--- config.mk ---
export PLATFORM = sky130hd
export DESIGN_NAME = data_mem_ws
export DESIGN_NICKNAME = d
export VERILOG_FILES = /design/src/rtl/dmem_pkg.sv /design/src/rtl/dmem_ram_bank.sv /design/src/rtl/data_mem_ws.sv
export SDC_FILE = /design/constraint.sdc
export NUM_CORES = 2
export LEC_CHECK = 0
export CORE_MARGIN = 2
export CORE_UTILIZATION = 62
export CTS_CLUSTER_DIAMETER = 200
export DETAILED_ROUTE_END_ITERATION = 6
export HOLD_SLACK_MARGIN = 0.08
export PLACE_DENSITY = 0.77
export SETUP_SLACK_MARGIN = 0.4
export SLEW_MARGIN = 15
export SYNTH_ARGS = -nofsm -noshare
export SYNTH_HDL_FRONTEND = slang
export SYNTH_HIERARCHICAL = 1
export SYNTH_SLANG_ARGS = --single-unit
--- constraint.sdc ---
create_clock -name clk -period 11.51 [get_ports clk]
set_clock_uncertainty 0.2 [all_clocks]
set_input_delay 2.8775 -clock clk [delete_from_list [all_inputs] [get_ports clk]]
set_output_delay 2.8775 -clock clk [all_outputs]
set_load 0.01 [all_outputs]
--- src/rtl/dmem_pkg.sv ---
// ---------------------------------------------------------------------------
// dmem_pkg
// Shared types and helpers for the wait-state data memory (data_mem_ws).
//   state_t    : controller state (sweep clear, idle, counting wait states)
//   WAIT_CW    : width of the wait-state counter (covers 0..15)
//   lane_count : number of byte lanes in a data word
// ---------------------------------------------------------------------------
package dmem_pkg;

    typedef enum logic [1:0] {
        ST_CLEAR = 2'd0,
        ST_IDLE  = 2'd1,
        ST_WAIT  = 2'd2
    } state_t;

    localparam int WAIT_CW = 4;

    function automatic int lane_count(input int data_w);
        return data_w / 8;
    endfunction

endpackage

--- src/rtl/dmem_ram_bank.sv ---
// ---------------------------------------------------------------------------
// dmem_ram_bank
// Single-port storage array: one synchronous write port with byte-lane
// enables and one synchronous, registered read. The controller guarantees
// that a read and a write never execute on the same edge.
// Ports:
//   clk    : clock, rising edge
//   rst    : asynchronous active-high reset (clears the read register only)
//   wr_en  : write strobe for this edge
//   be     : byte-lane enables for the write
//   addr   : word address shared by read and write
//   wdata  : write data
//   rd_en  : read strobe; rdata loads mem[addr] on this edge
//   rdata  : registered read data, held between reads
// ---------------------------------------------------------------------------
module dmem_ram_bank
    import dmem_pkg::*;
#(
    parameter int DATA_W = 16,
    parameter int ADDR_W = 8
) (
    input  logic                             clk,
    input  logic                             rst,
    input  logic                             wr_en,
    input  logic [lane_count(DATA_W)-1:0]    be,
    input  logic [ADDR_W-1:0]                addr,
    input  logic [DATA_W-1:0]                wdata,
    input  logic                             rd_en,
    output logic [DATA_W-1:0]                rdata
);

    localparam int LANES = lane_count(DATA_W);
    localparam int DEPTH = 1 << ADDR_W;

    logic [DATA_W-1:0] mem [DEPTH];

    // NOTE: the storage array has no reset; a reset branch would turn it into
    // flops. Zeroing is done by the controller's clear sweep instead.
    // NOTE: clocked state is always assigned with <= so every register samples
    // pre-edge values regardless of process ordering.
    always_ff @(posedge clk) begin
        if (wr_en) begin
            for (int i = 0; i < LANES; i++) begin
                if (be[i]) begin
                    mem[addr][8*i +: 8] <= wdata[8*i +: 8];
                end
            end
        end
    end

    always_ff @(posedge clk or posedge rst) begin
        if (rst) begin
            rdata <= '0;
        end else if (rd_en) begin
            rdata <= mem[addr];
        end
    end

endmodule

--- src/rtl/data_mem_ws.sv ---
// ---------------------------------------------------------------------------
// data_mem_ws
// Data memory with req/ack handshake, WAIT programmable wait states,
// byte-lane writes and an optional post-reset zeroing sweep.
// Ports:
//   clk    : clock, rising edge
//   rst    : asynchronous active-high reset
//   req    : access request, sampled only when idle
//   we     : 1 = write, 0 = read
//   be     : byte-lane write enables (ignored on reads)
//   addr   : word address
//   wdata  : write data
//   rdata  : registered read data, held until the next read executes
//   ack    : one-cycle pulse per completed access
//   busy   : high while sweeping or counting wait states
// ---------------------------------------------------------------------------
module data_mem_ws
    import dmem_pkg::*;
#(
    parameter int DATA_W         = 16,
    parameter int ADDR_W         = 8,
    parameter int WAIT           = 1,
    parameter int CLEAR_ON_RESET = 1
) (
    input  logic                  clk,
    input  logic                  rst,
    input  logic                  req,
    input  logic                  we,
    input  logic [DATA_W/8-1:0]   be,
    input  logic [ADDR_W-1:0]     addr,
    input  logic [DATA_W-1:0]     wdata,
    output logic [DATA_W-1:0]     rdata,
    output logic                  ack,
    output logic                  busy
);

    localparam int                 LANES       = lane_count(DATA_W);
    localparam logic [WAIT_CW-1:0] WAIT_INIT   = WAIT_CW'(WAIT);
    localparam state_t             RESET_STATE = (CLEAR_ON_RESET != 0) ? ST_CLEAR : ST_IDLE;

    if ((DATA_W % 8) != 0 || WAIT < 0 || WAIT > 15) begin : g_param_check
        $error("data_mem_ws: DATA_W must be a multiple of 8 and WAIT must be within 0..15");
    end

    state_t              state;
    state_t              state_next;
    logic [WAIT_CW-1:0]  wait_cnt;
    logic [ADDR_W-1:0]   clr_cnt;

    logic                cap_we;
    logic [LANES-1:0]    cap_be;
    logic [ADDR_W-1:0]   cap_addr;
    logic [DATA_W-1:0]   cap_wdata;

    logic                accept;
    logic                exec;
    logic                acc_we;
    logic [LANES-1:0]    acc_be;
    logic [ADDR_W-1:0]   acc_addr;
    logic [DATA_W-1:0]   acc_wdata;

    logic                ram_wr_en;
    logic                ram_rd_en;
    logic [LANES-1:0]    ram_be;
    logic [ADDR_W-1:0]   ram_addr;
    logic [DATA_W-1:0]   ram_wdata;

    assign accept = (state == ST_IDLE) && req;

    // With no wait states the access runs on the acceptance edge straight from
    // the ports; otherwise it runs from the captured copy when the count hits 1.
    assign exec = (WAIT == 0) ? accept
                              : ((state == ST_WAIT) && (wait_cnt == WAIT_CW'(1)));

    assign acc_we    = (WAIT == 0) ? we    : cap_we;
    assign acc_be    = (WAIT == 0) ? be    : cap_be;
    assign acc_addr  = (WAIT == 0) ? addr  : cap_addr;
    assign acc_wdata = (WAIT == 0) ? wdata : cap_wdata;

    // State register
    always_ff @(posedge clk or posedge rst) begin
        if (rst) begin
            state <= RESET_STATE;
        end else begin
            state <= state_next;
        end
    end

    // Next-state logic
    // NOTE: every combinational output gets a default before the case so no
    // path leaves it unassigned, which would infer a latch.
    always_comb begin
        state_next = state;
        unique case (state)
            ST_CLEAR: if (clr_cnt == '1)                 state_next = ST_IDLE;
            ST_IDLE:  if (req && (WAIT != 0))            state_next = ST_WAIT;
            ST_WAIT:  if (wait_cnt == WAIT_CW'(1))       state_next = ST_IDLE;
            default:                                     state_next = RESET_STATE;
        endcase
    end

    // Output / RAM-port logic: the single write port serves the sweep while
    // clearing and the executing access otherwise.
    always_comb begin
        busy      = (state != ST_IDLE);
        ram_wr_en = 1'b0;
        ram_rd_en = 1'b0;
        ram_be    = acc_be;
        ram_addr  = acc_addr;
        ram_wdata = acc_wdata;
        if (state == ST_CLEAR) begin
            ram_wr_en = 1'b1;
            ram_be    = '1;
            ram_addr  = clr_cnt;
            ram_wdata = '0;
        end else if (exec) begin
            ram_wr_en = acc_we;
            ram_rd_en = !acc_we;
        end
    end

    // Sweep and wait-state counters
    always_ff @(posedge clk or posedge rst) begin
        if (rst) begin
            wait_cnt <= '0;
            clr_cnt  <= '0;
        end else begin
            if (state == ST_CLEAR) begin
                clr_cnt <= clr_cnt + 1'b1;
            end
            if (accept) begin
                wait_cnt <= WAIT_INIT;
            end else if (state == ST_WAIT) begin
                wait_cnt <= wait_cnt - 1'b1;
            end
        end
    end

    // Request capture; only read while in ST_WAIT, so no reset is needed.
    always_ff @(posedge clk) begin
        if (accept) begin
            cap_we    <= we;
            cap_be    <= be;
            cap_addr  <= addr;
            cap_wdata <= wdata;
        end
    end

    always_ff @(posedge clk or posedge rst) begin
        if (rst) begin
            ack <= 1'b0;
        end else begin
            ack <= exec;
        end
    end

    dmem_ram_bank #(
        .DATA_W (DATA_W),
        .ADDR_W (ADDR_W)
    ) u_ram (
        .clk   (clk),
        .rst   (rst),
        .wr_en (ram_wr_en),
        .be    (ram_be),
        .addr  (ram_addr),
        .wdata (ram_wdata),
        .rd_en (ram_rd_en),
        .rdata (rdata)
    );

endmodule

Word-level counts from Yosys, hierarchy flattened
Memory sizes are Yosys's and may differ from the RTL's. A register that Yosys moved wholly into a read port is not among the register bits.
Cells that the tools add are included.
Storage, ports and cells
  register bits after elaboration: 42
  bits in writable memories: 4096
  input bits: 30
  logic and storage cells: 44
  memories: 1
Operators by class
  $add $sub $neg: 2
  equal/unequal tests: 8
  multiplexer cells: 19
  reduce and logical (&&, ||, !) cells: 6
Memory list
  u_ram.mem: depth 256, bits a word 16, read ports 1, clocked after Yosys merged registers in 1, wr ports 1, RTL line dmem_ram_bank.sv:35  | logic [DATA_W-1:0] mem [DEPTH];
Operators by type and width (number)
  $mux 16: 1
  $mux 1: 10
  $add 8x1->8 const B: 1
  $eq 8x8->1 const B: 1
  $mux 2: 4
  $mux 4: 2
  $mux 8: 1
  $pmux 2 s3: 1
  $eq 4x1->1 const B: 1
  $ne 2x1->1 const B: 2
  $ne 2x2->1 const B: 2
  $sub 4x1->4 const B: 1
  $reduce_and 3->1: 1
  $eq 2x1->1 const B: 1
  $eq 2x2->1 const B: 1
  $logic_and 1x1->1: 2
  $logic_not 2->1: 1
  $reduce_bool 2->1: 1
  $logic_not 1->1: 1

Logic depth before layout (Yosys ltp)
  word-level depth: 6
  mapped depth: 16

By module
Netlist, hierarchy kept.
By module, submodules not included
  dmem_ram_bank: instances 1, cells an instance 7406, area each 159583.1 sq um, seq. area each 123398.3 sq um
  data_mem_ws: instances 1, cells an instance 127, area each 1762.9 sq um, seq. area each 1186.1 sq um

Worst setup path after synthesis
Ideal clock, no wire load.
  path kind: register to register
  from: register state[1]
  to: memory u_ram.mem[0][0] (data pin)
  setup time: 1463 ps
  data arrival time: 6859 ps
  required time: 9847 ps
  setup slack: 2989 ps
  stages on the path, launching flop included: 4
  cell sequence: dfrtp_1 > nor2_1 > clkbuf_1 > nor2b_1
On the way
  longest elaborated chain between the ends: 2
Ends and longest elaborated chain
  from (decl): RTL line data_mem_ws.sv:45  | state_t state;
  from (signal assigned): RTL line data_mem_ws.sv:85  | state <= state_next;
  $logic_not 2->1: RTL line data_mem_ws.sv:111  | if (state == ST_CLEAR) begin
  $mux 16: RTL line data_mem_ws.sv:111
  net ram_wdata[0]: RTL line data_mem_ws.sv:66  | logic [DATA_W-1:0] ram_wdata;
  to (decl): RTL line dmem_ram_bank.sv:35
The timed path passes the listed nets, and every way through them passes these cells.

Worst setup path in the final report
  from: register state[1]
  to: register u_ram.rdata[6], read port of u_ram.mem
On the way
  elaborated cells between the ends (all ways): 6
RTL lines
  $logic_not 2->1: RTL line data_mem_ws.sv:111
  $mux 8: RTL line data_mem_ws.sv:111
  net ram_addr[1]: RTL line data_mem_ws.sv:65  | logic [ADDR_W-1:0] ram_addr;
  to (decl): RTL line dmem_ram_bank.sv:29  | output logic [DATA_W-1:0] rdata
The timed path passes the listed nets, and every way through them passes these cells.
A chain may end at the register's enable or synchronous reset.

==> flow_summary.ini <==
[place]
place_hpwl_mm = 240
io_buffers = 47
place.gp.congestion = 0.897

[floorplan]
ios = 48
coreArea_um2 = 259000
die_h_um = 514
die_area_um2 = 264000
start_util = 0.622
die_w_um = 514
num_rows = 187

[route]
drc = 6
vias_per_cell = 7.17
drtIter0Drc = 13600
routedWlPerCell_um = 36.8
ant_nets = 0
dr.pass1.iters = 7
vias = 81900
wirelength_mm = 420

[sta]
min_period_ps = 6870
setup-tns-final_ps = 0
finalHoldViolCount = 0
finalSetupViolCount = 0
finalCritPeriodShare = 0.597
slew_headroom = 0.0987
fmax_ghz = 0.145
rsz0062_at_grt = false
slew_violations = 0
worst_pin_slew_ps = 1350

[cells_and_area]
final_common_cell = edfxtp_1
area_growth_pct = 10.3
layout-drive-gt1-share = 0.227
layout_common_cells = edfxtp_1 (4123), mux4_2 (997), nor2_1 (555)
final_nets = 7721

[pwr]
p_per_area_nw_per_um2 = 164
irDropWorstVdd_mv = 0.218
intPower_mw = 23.7
seqPwrFrac = 0.559
p_clk_frac = 0.440
power.switching_mw = 5.53
power_frac_comb = 0
finalPower_mw = 29.3
leakage_nw = 52.1
p_sw_frac = 0.189

[synthesis]
synth_nets = 7566
synth_top_area_frac = 0.767
synthCells = 7533
synth_edf_count = 4123
synthArstFlopShare = 0.00746
avgSynthCellArea_um2 = 21.4
synth_flop_cell = edfxtp_1
ys_seq_area_frac = 0.772
synth_largest_area_cell = edfxtp_1
ys_seq_elements = 4154
synth_cell_type_count = 73
yosys_warnings = 6
ys_top_cells_by_area = edfxtp_1 (77%), mux4_2 (14%), mux2i_1 (2.1%), nor2_1 (1.3%), nand2_1 (0.62%)
netlist_area_um2 = 161000

[outcome]
status = complete, but fails checks
violations = design-rule violations

[clocking]
path_clk_slew_ps = 60
cts_root_buf = clkbuf_16
cts_sinks = 4154
cts_resized = 0
clock_latency_ps = 900
post-cts-setup-buffer-count = 0
cts_buffers = 397
cts_tree = built
holdBufCountCts = 0
cts_buffer_depth = 4
htreeDepth = 5

[global_route]
use_met2 = 0.489
use_met3 = 0.0817
overflow = 0
track_usage = 0.318
grt_pass1_vias = 81000
busiest_layer = met2
antenna_found_initial = 26
grt_max_degree = 237
grt_use_met1 = 0.430
grt_first_pass_wirelength_mm = 596

[critical_path]
critPathRequiredTime_ps = 12070
critical_path_class = flip-flop to flip-flop
cp_max_fo = 62
worstPathArrival_ps = 7430
cp-start-kind = flip-flop
end_kind = flip-flop

[job]
cap_viol_max_count = 0

[hold_path]
hp-class = flip-flop to flip-flop
-- final cells by class --
class / count / area, um^2
tap: 3402 / 4260
inverter: 9 / 38.8
sequential: 4154 / 125000
multi-input combinational: 2913 / 34500
timing repair buffer: 213 / 1960
fill: 15100 / 81200
clock buffer: 495 / 10500
clock inverter: 218 / 2150
antenna: 23 / 57.6
-- per-stage QoR --
stage | instance area, um^2 | std cells | utilization | worst slack, ps | hold WS (ps)
CTS | 178000 | 11400 | 0.686 | 4830 | 295
global placement | 165000 | 10700 | 0.637 | 4910 | 280
global route | 178000 | 11400 | 0.687 | 4470 | 317
finish | 178000 | 11400 | 0.687 | 4640 | 289
floorplan | 161000 | 7533 | - | 2990 | 258
detailed placement | 165000 | 10700 | 0.637 | 4870 | 285
-- flip-flops by register name (all words and copies together) (netlist names) --
signal       count
u_ram/rdata     16
acc_addr         8
ack              1
acc_wdata       16
u_ram/mem     4096
state            2
acc_we           1
clr_cnt          8
wait_cnt         4
acc_be           2
-- worst max-delay path: stages (launching register included) --
cell      delay [ps]
dfrtp_1          550
nor2_4           500
buf_4            480
mux2_8           520
buf_4            640
buf_4            670
buf_4            850
mux4_2           410
mux2i_1          170
o22ai_1          100
or4b_1           620
a211oi_1         700
o221ai_1         190
-- power by group through the flow --
| stage | clock [mW] | combinational (mW) | sequential (mW) |
|---|---|---|---|
| 2_1_floorplan | 0 | 0.00166 | 16.7 |
| 3_3_place_gp | 0 | 0.0145 | 16.7 |
| 3_5_place_dp | 0 | 0.0146 | 16.7 |
| 4_1_cts | 13.0 | 0.0146 | 16.4 |
| 5_1_grt | 13.5 | 0.0154 | 16.4 |
| 6_report | 12.9 | 0.0146 | 16.4 |
-- cells in the mapped netlist (all sizes together) (4+ instances only) --
master and instances:
o31ai 5, a22oi 99, nor2 563, mux2 31, o22ai 79, o21ai 37
dfrtp 31, o22a 9, or2 4, o2111ai 5, xor2 4, nand2 265
nor2b 37, nand2b 12, mux2i 335, a31oi 27, nand3 98, nor4 8
or3 6, a32oi 26, nand4 51, o211ai 12, a22o 6, a2111oi 12
a211oi 21, a41oi 5, inv 9, a32o 5, nor3 19, clkbuf 163
and3 9, a21oi 46, nand3b 5, o221ai 15, mux4 997, o32a 7
and2 7, edfxtp 4123, buf 294, a221oi 6
-- kinds of logic after synthesis --
kind of cell | Yosys count | share of synthesized area
flip-flops | 4154 | 0.772
multiplexers | 1363 | 0.162
AND/OR/NAND/NOR | 1105 | 0.0296
buffers and inverters | 466 | 0.0164
AO/OA/AOI/OAI | 435 | 0.0191
XOR/XNOR | 7 | 0.000380
adder cells (fa/ha/maj) | 3 | 0.000233
-- final timing paths --
kind / depth (start not counted) / slack, ps / to / start
max in group asynchronous: 3 / 8400 / u_ram/rdata[11]$_DFFE_PP0P_ / rst
min in group asynchronous: 2 / 2210 / wait_cnt[0]$_DFFE_PP0P_ / rst
max: 12 / 4640 / u_ram/rdata[6]$_DFFE_PP0P_ / state[1]$_DFFE_PP0P_
max reg2reg: 12 / 4640 / u_ram/rdata[6]$_DFFE_PP0P_ / state[1]$_DFFE_PP0P_
min: 1 / 290 / clr_cnt[7]$_DFFE_PP0P_ / clr_cnt[7]$_DFFE_PP0P_
min reg2reg: 1 / 290 / clr_cnt[7]$_DFFE_PP0P_ / clr_cnt[7]$_DFFE_PP0P_
-- routing by layer --
layer	wire length [um]	vias to the layer above
li1	-	31700
met1	143000	42500
met2	197000	6415
met3	54100	1238
met4	25900	28
met5	216	-
Power figures use the tool's default switching activity.
